### config.mk
export PLATFORM = sky130hd
export DESIGN_NAME = addroundkey_stream
export DESIGN_NICKNAME = d
export VERILOG_FILES = /design/src/rtl/aes_pkg.sv /design/src/rtl/round_key_bank.sv /design/src/rtl/addroundkey_stream.sv
export SDC_FILE = /design/constraint.sdc
export NUM_CORES = 2
export LEC_CHECK = 0
export ABC_CLOCK_PERIOD_IN_PS = 2500
export CORE_MARGIN = 4
export CORE_UTILIZATION = 55
export CTS_CLUSTER_SIZE = 16
export DETAILED_ROUTE_END_ITERATION = 12
export PLACE_DENSITY_LB_ADDON = 0.08
export SLEW_MARGIN = 20
export SYNTH_ARGS = -nofsm -noshare
export SYNTH_HDL_FRONTEND = slang
export SYNTH_SLANG_ARGS = --single-unit
export TNS_END_PERCENT = 30
### constraint.sdc
create_clock -name clk -period 2.5 [get_ports clk]
set_input_delay 0.5 -clock clk [delete_from_list [all_inputs] [get_ports clk]]
set_output_delay 0.5 -clock clk [all_outputs]
set_load 0.02 [all_outputs]
### src/rtl/aes_pkg.sv
// Shared AES constants and small elaboration-time helpers.
package aes_pkg;

  localparam int AES_BLOCK_W           = 128;
  localparam int AES128_NUM_ROUND_KEYS = 11;

  // Beat widths the streaming stages know how to slice a block into.
  function automatic bit lane_w_legal(input int w);
    return (w == 8) || (w == 16) || (w == 32) || (w == 64) || (w == 128);
  endfunction

endpackage

### src/rtl/round_key_bank.sv
// Round-key storage: one 128-bit register per round, one write port and one
// combinational read port. Out-of-range addresses write nothing and read zero.
module round_key_bank
  import aes_pkg::*;
#(
  parameter int NUM_KEYS = AES128_NUM_ROUND_KEYS,
  parameter int IDX_W    = $clog2(NUM_KEYS)
) (
  input  logic                   clk,
  input  logic                   rst_n,
  input  logic                   we,
  input  logic [IDX_W-1:0]       waddr,
  input  logic [AES_BLOCK_W-1:0] wdata,
  input  logic [IDX_W-1:0]       raddr,
  output logic [AES_BLOCK_W-1:0] rdata,
  output logic                   rvalid
);

  logic [AES_BLOCK_W-1:0] keys [NUM_KEYS];

  for (genvar gi = 0; gi < NUM_KEYS; gi++) begin : g_entry
    logic [AES_BLOCK_W-1:0] key_reg;

    // Entry loads only when the write address decodes to it, so addresses
    // at or above NUM_KEYS never touch any entry.
    always_ff @(posedge clk or negedge rst_n) begin
      if (!rst_n) begin
        key_reg <= '0;
      end else if (we && (waddr == IDX_W'(gi))) begin
        key_reg <= wdata;
      end
    end

    assign keys[gi] = key_reg;
  end

  assign rvalid = (int'(raddr) < NUM_KEYS);

  // Read mux; reads the registered value, so a same-cycle write is not seen.
  always_comb begin
    rdata = '0;
    for (int i = 0; i < NUM_KEYS; i++) begin
      if (raddr == IDX_W'(i)) begin
        rdata = keys[i];
      end
    end
  end

endmodule

### src/rtl/addroundkey_stream.sv
// Streaming AES AddRoundKey: XORs a 128-bit state delivered MSB-first in
// LANE_W-bit beats with the round key chosen by the index on beat 0.
module addroundkey_stream
  import aes_pkg::*;
#(
  parameter  int LANE_W   = 32,
  parameter  int NUM_KEYS = AES128_NUM_ROUND_KEYS,
  localparam int IDX_W    = $clog2(NUM_KEYS)
) (
  input  logic                   clk,
  input  logic                   rst_n,
  input  logic                   key_we,
  input  logic [IDX_W-1:0]       key_waddr,
  input  logic [AES_BLOCK_W-1:0] key_wdata,
  input  logic                   in_valid,
  output logic                   in_ready,
  input  logic [LANE_W-1:0]      in_data,
  input  logic [IDX_W-1:0]       in_round,
  output logic                   out_valid,
  input  logic                   out_ready,
  output logic [LANE_W-1:0]      out_data,
  output logic                   out_last,
  output logic                   err_round
);

  localparam int BEATS = AES_BLOCK_W / LANE_W;
  localparam int CNT_W = (BEATS > 1) ? $clog2(BEATS) : 1;
  localparam logic [CNT_W-1:0] LAST_BEAT = CNT_W'(BEATS - 1);

  localparam logic [0:0] IDLE = 1'b0;
  localparam logic [0:0] BUSY = 1'b1;

  if (!lane_w_legal(LANE_W) || ((AES_BLOCK_W % LANE_W) != 0)) begin : g_bad_lane_w
    $error("addroundkey_stream: LANE_W must be 8, 16, 32, 64 or 128");
  end

  logic [0:0]             state_reg;
  logic [CNT_W-1:0]       beat_cnt_reg;
  logic [AES_BLOCK_W-1:0] snapshot_reg;
  logic [LANE_W-1:0]      out_data_reg;
  logic                   out_valid_reg;
  logic                   out_last_reg;
  logic                   err_round_reg;

  logic [AES_BLOCK_W-1:0] bank_rdata;
  logic                   bank_rvalid;
  logic [AES_BLOCK_W-1:0] key_cur;
  logic [LANE_W-1:0]      key_slices [BEATS];
  logic [LANE_W-1:0]      key_lane;
  logic                   accept;

  round_key_bank #(
    .NUM_KEYS (NUM_KEYS),
    .IDX_W    (IDX_W)
  ) u_bank (
    .clk    (clk),
    .rst_n  (rst_n),
    .we     (key_we),
    .waddr  (key_waddr),
    .wdata  (key_wdata),
    .raddr  (in_round),
    .rdata  (bank_rdata),
    .rvalid (bank_rvalid)
  );

  // Output register frees up whenever it is empty or being drained.
  assign in_ready = !out_valid_reg || out_ready;
  assign accept   = in_valid && in_ready;

  // Beat 0 uses the live bank read; later beats use the block's snapshot so
  // key writes during a block cannot disturb it.
  assign key_cur = (state_reg == IDLE) ? bank_rdata : snapshot_reg;

  for (genvar gi = 0; gi < BEATS; gi++) begin : g_slice
    assign key_slices[gi] = key_cur[AES_BLOCK_W-1-gi*LANE_W -: LANE_W];
  end

  if (BEATS == 1) begin : g_one_beat
    assign key_lane = key_slices[0];
  end else begin : g_multi_beat
    assign key_lane = key_slices[beat_cnt_reg];
  end

  // Block framing: IDLE owns beat 0 and captures the key, BUSY the rest.
  always_ff @(posedge clk or negedge rst_n) begin
    if (!rst_n) begin
      state_reg    <= IDLE;
      beat_cnt_reg <= '0;
      snapshot_reg <= '0;
    end else if (accept) begin
      if (state_reg == IDLE) begin
        snapshot_reg <= bank_rdata;
      end
      if (beat_cnt_reg == LAST_BEAT) begin
        state_reg    <= IDLE;
        beat_cnt_reg <= '0;
      end else begin
        state_reg    <= BUSY;
        beat_cnt_reg <= beat_cnt_reg + CNT_W'(1);
      end
    end
  end

  // Output stage: load on accept, hold while stalled, empty when drained.
  always_ff @(posedge clk or negedge rst_n) begin
    if (!rst_n) begin
      out_valid_reg <= 1'b0;
      out_data_reg  <= '0;
      out_last_reg  <= 1'b0;
      err_round_reg <= 1'b0;
    end else begin
      err_round_reg <= accept && (state_reg == IDLE) && !bank_rvalid;
      if (accept) begin
        out_valid_reg <= 1'b1;
        out_data_reg  <= in_data ^ key_lane;
        out_last_reg  <= (beat_cnt_reg == LAST_BEAT);
      end else if (out_ready) begin
        out_valid_reg <= 1'b0;
      end
    end
  end

  assign out_valid = out_valid_reg;
  assign out_data  = out_data_reg;
  assign out_last  = out_last_reg;
  assign err_round = err_round_reg;

endmodule

# Yosys cells after proc, flatten, opt, wreduce, memory -nomap -nowiden
# Index checks and enable logic that the tools add are counted.
word_totals:
  inputBits: 173
  output_inout_bits: 36
  elab_cells: 84
  ff_bits: 1574
classes:
  reduce_logical: 20
  muxes: 19
  eq_ne: 21
  bitwise: 3
  magnitude_cmp: 2
  addsub: 1
ops:
  columns: ["op", "n"]
  rows:
  - ["$mux W128", 12]
  - ["$bmux W32 S2", 1]
  - ["$mux W32", 2]
  - ["$eq A4 B3 Y1 const B", 8]
  - ["$xor A32 B32 Y32", 1]
  - ["$eq A4 B4 Y1 const B", 6]
  - ["$eq A4 B2 Y1 const B", 4]
  - ["$logic_and A1 B1 Y1", 14]
  - ["$eq A4 B1 Y1 const B", 2]
  - ["$logic_not A4 Y1", 2]
  - ["$lt A4 B4 Y1 const B", 1]
  - ["$ge A3 B3 Y1 const B", 1]
  - ["$mux W1", 3]
  - ["$not A2 Y3", 1]
  - ["$add A2 B1 Y2 const B", 1]
  - ["$eq A2 B2 Y1 const B", 1]
  - ["$logic_not A1 Y1", 2]
  - ["$mux W2", 1]
  - ["$reduce_bool A2 Y1", 1]
  - ["$logic_or A1 B1 Y1", 1]
  - ["$not A1 Y1", 1]

# Depth between registers and ports, before layout
logic_depth:
  word_depth: 17
  mapped_depth: 14
  ltp_nobuf: 8

# Cells and area by module
# From an unflattened synthesis, not the netlist that was laid out.
unflattened:
  hier_cells: 6089
  area_unflattened_um2: 74296.3
by_module_without_submodules:
  columns: ["module", "area_per_inst_um2", "seq_area_each_um2", "instances", "cells_each"]
  rows:
  - ["round_key_bank", 65719.3, 35233.8, 1, 5443]
  - ["addroundkey_stream", 8577.0, 4154.0, 1, 646]

# Worst setup path after synthesis
# Ideal clock, no wire load.
synth_path:
  kind: "input port to flip-flop"
  start: "input in_round[0]"
  end: "register out_data_reg[29] (netlist: out_data[29])"
  cell_stages: 10
  t_required_ns: 2.368
  setup_time_ns: 0.132
  n_path_buf: 3
  arrival_time_ns: 2.450
  slack_ns: -0.082
  cell_sequence: "buf_6 > buf_12 > and4b_1 > buf_4 > a222oi_1 > a31oi_1 > mux4_2 > a22oi_1 > xor2_1 > o21ai_1"
synth_via:
  elab_chain_len: 17
  word_cells_on_any_way: 27
  cone_classes: "eq/ne (10); mux (15); bitwise (1); reduce/logical (1)"
synth_rtl:
  columns: ["item", "line", "text"]
  rows:
  - ["start: declaration", "addroundkey_stream.sv:18", "input logic [IDX_W-1:0] in_round,"]
  - ["$logic_not A4 Y1", "round_key_bank.sv:43", "if (raddr == IDX_W'(i)) begin"]
  - ["$mux W128 (10 in a row)", "round_key_bank.sv:43", null]
  - ["$mux W128 *", "round_key_bank.sv:43", null]
  - ["$mux W128 *", null, null]
  - ["$bmux W32 S2 *", "addroundkey_stream.sv:81", "assign key_lane = key_slices[beat_cnt_reg];"]
  - ["$mux W32 (not written as such) * (2 in a row)", "addroundkey_stream.sv:81", null]
  - ["$xor A32 B32 Y32 *", "addroundkey_stream.sv:115", "out_data_reg <= in_data ^ key_lane;"]
  - ["end signal: assignment", "addroundkey_stream.sv:115", null]
  - ["end: declaration", "addroundkey_stream.sv:40", "logic [LANE_W-1:0] out_data_reg;"]
# Every way passes the cells marked *; elsewhere a longest branch is shown, timed or not. The select of a mux whose other input is x is not followed.
# A chain may end at the register's enable or synchronous reset.

# Worst setup path after layout
layout_path:
  start: "input in_round[2]"
  end: "register out_data_reg[0] (netlist: out_data[0])"
# Same word-level chain as after synthesis.

==> impl_metrics.csv <==
group,metric,value,unit
drt,drt_iter0_markers,6008,
pwr,powerDensity,896,nW/um^2
die,floorplan.die.width,372,microns
critical_path,critPathMaxFanout,20,
critical_path,worst_ep_required_time,3190,ps
sta,rsz0062_at_grt,"yes",
pwr,seqPwrFrac,45.1,%
synthesis,syn_area,72700,sq um
critical_path,worstPathCellList,"buf_8 > buf_4 > nor4b_4 > buf_4 > buf_12 > buf_4 > buf_4 > a221o_1 > a21oi_1 > o32ai_1 > a222oi_1 > xor2_1 > o21ai_1",
drt,antenna_left,0,
drt,viasPerCell,6.65,
synthesis,syn_inst,5716,
critical_path,rr_worst_depth,9,
sta,final-setup-viol-count,1,
die,io_pins,209,
synthesis,yosysUniqueCellTypes,96,
drt,post-route-drc-count,0,
sta,maxSlewViolCount,0,
run_status,violations,"setup timing",
pwr,power_switching,23.8,mW
die,core_area,131000,sq um
clocking,clkSinkCount,1574,
global_routing,use_met1,53.9,%
critical_path,cp-start-kind,"input port",
synthesis,synth_top_area_cell,"dfrtp_1",
critical_path,crit_arrival,3200,ps
finish,syn2layout_area_growth,21.6,%
global_routing,grt_overflow_total,0,
global_routing,grt_use_met3,9.07,%
critical_path,slowest_stage,"a222oi_1",
sta,slew_headroom,49.2,%
critical_path,r2r-start,"beat_cnt_reg[0]",
critical_path,crit_top_cell,"buf_4",
critical_path,reg2reg_slack,50,ps
global_routing,grt.busiest_layer,"met2",
pwr,vdd_drop_max,0.000682,V
place,gp_congestion,0.976,
sta,timing.final.crit_share,101,%
drt,vias,54490,
die,start_util,55.3,%
clocking,cts_root_buf,"clkbuf_16",
clocking,htree_levels,4,
sta,final.setup.worst_slack,-15.6,ps
sta,fmax,0.398,GHz
global_routing,grt_max_degree,117,
flow_run,maxCapViolations,0,
pwr,clkPwrFrac,31.2,%
run_status,status,"finished, violations left",
place,port_buffers,208,
clocking,cts_tree,"done",
sta,worst-slew-pin-transition,759,ps
pwr,p_int,55.4,mW
synthesis,seq_area_frac_synth,54.2,%
synthesis,synth_top_area_share,54.2,%
critical_path,crit_path_end_kind,"flip-flop",
die,dieArea,138000,sq um
synthesis,ys.warnings.count,0,
global_routing,grt_pass1_wl,389000,microns
drt,wl_per_cell,32.9,microns
finish,final_cell_mix,"1570 x dfrtp_1, 1474 x mux2_2, 613 x buf_4",
sta,period_minus_slack,2520,ps
sta,final.setup_skew,24.9,ps
clocking,cts_made_buffers,167,
synthesis,synth_area_leaders,"dfrtp_1 54%, mux2_2 23%, mux2i_1 2.1%, a22oi_1 1.9%, clkbuf_1 1.9%",
worst_hold_path,hold_class,"in2async",
drt,drtPass1Iterations,8,
synthesis,syn_avg_cell_area,12.7,sq um
global_routing,grt_use_met2,57.9,%
clocking,clockBufferDepth,3,
finish,fillers,9808,
synthesis,ys_async_sr_fraction,100,%
place,hpwlAfterDp,191000,microns
synthesis,synth_ff_type,"dfrtp_1",
synthesis,ys_ff_latch,1574,
synthesis,synth_nets,5890,
pwr,pwr-share-comb,23.7,%
global_routing,grt_pass1_vias,54538,
finish,layout_commonest_cell,"dfrtp_1",
pwr,p_leak,38.8,nW
sta,hold_viol_final,0,
drt,drt-total-wl,269000,microns
finish,drive_above_1_share,41.3,%
clocking,insertion_delay,810,ps
die,rows,133,
finish,fin_nets,6491,
pwr,swShare,30.1,%
clocking,clk_pin_slew,60,ps
critical_path,r2r_end,"out_data[5]",
synthesis,synth_edf_count,0,
critical_path,path_class,"in2reg",
finish,largest_reg_flops,1408,
place,place_ws,-1140,ps
global_routing,antenna_found_initial,23,
critical_path,max_stage_delay,400,ps
finish,fin_util,67.3,%
pwr,finalPower,79.3,mW
die,die_height,372,microns
global_routing,grt_usage,38.9,%
==> routing by layer <==
layer,vias up,wire length [microns]
met3,686,25700
met5,-,78
li1,22294,-
met1,28644,109000
met4,14,15500
met2,2852,119000
==> synthesized netlist by cell type (23+ instances only) <==
master / instances
a222oi_1: 24
nor2_1: 167
a21oi_1: 170
dfrtp_1: 1574
mux2_2: 1474
nand3_1: 23
nand2_1: 323
a21o_1: 25
a31oi_1: 36
buf_1: 40
nor2b_1: 27
mux4_2: 41
mux2i_1: 152
o211ai_1: 26
o221ai_1: 31
buf_6: 26
o22ai_1: 74
buf_2: 99
o31ai_1: 30
nand2b_1: 25
clkbuf_1: 373
buf_4: 32
a221o_1: 23
a22o_1: 37
a22oi_1: 187
o21ai_0: 224
o2bb2ai_1: 27
a211oi_1: 35
a221oi_1: 49
==> cell families after synthesis <==
logic type | Yosys count | synth area share, %
AO/OA/AOI/OAI | 1155 | 11.0
XOR/XNOR | 26 | 0.313
adder cells (fa/ha/maj) | 1 | 0.0172
buffers and inverters | 589 | 3.71
flip-flops | 1574 | 54.2
multiplexers | 1668 | 26.2
AND/OR/NAND/NOR | 703 | 4.58
==> worst max-delay path by stage <==
stage          cells past startpoint           end  slack (ps)                     startpoint
6_report                          13   out_data[0]         -20                    in_round[2]
5_1_grt                           10  out_data[18]         -60                beat_cnt_reg[0]
4_1_cts                            8  out_data[25]           2  u_bank.g_entry[3].key_reg[25]
3_5_place_dp                      14   out_data[7]       -1140                    in_round[0]
3_3_place_gp                      14   out_data[7]       -1100                    in_round[0]
2_1_floorplan                     12  out_data[24]          -9                    in_round[0]
==> power groups by stage <==
stage / clock, mW / sequential [mW] / combinational, mW
2_1_floorplan: 0 / 34.7 / 10.8
3_3_place_gp: 0 / 35.6 / 17.8
3_5_place_dp: 0 / 35.9 / 18.3
4_1_cts: 24.9 / 35.5 / 18.4
5_1_grt: 25.9 / 36.2 / 20.0
6_report: 24.7 / 35.7 / 18.8
==> area by class of cell <==
type	count	area, sq um	area share, %
sequential	1574	39400	44.5
multi-input combinational	3553	31100	35.1
timing repair buffer	1005	10400	11.7
clock buffer	256	4950	5.60
tap	1755	2200	2.48
clock inverter	31	390	0.441
inverter	16	60.1	0.0679
antenna	7	17.5	0.0198
==> worst max-delay path, delay by kind of cell <==
| family | cells | cell delay, ps |
|---|---|---|
| xor+xnor | 1 | 200 |
| compound gates | 5 | 1340 |
| simple gates | 1 | 120 |
| buf+inv | 6 | 1010 |
==> per-stage QoR <==
| stage | TNS, ps | cell area, sq um | std cells | hold slack, ps |
|---|---|---|---|---|
| global placement | -33340 | 82800 | 7892 | 453 |
| floorplan | -21.7 | 72800 | 5716 | 204 |
| finish | -15.6 | 88400 | 8197 | 308 |
| detailed placement | -35540 | 82800 | 7892 | 449 |
| CTS | 0 | 88200 | 8182 | 277 |
| global route | -130 | 88400 | 8194 | 311 |
==> timing repair <==
action | CTS | global route
resized for setup | 17 | 42
setup buffers | 2 | 8
setup endpoints to repair | 15 | 28
hold buffers | 1 | 0
endpoints found under the hold margin | 124 | 0
pin swaps | 0 | 17
(Power assumes the default switching activity.)
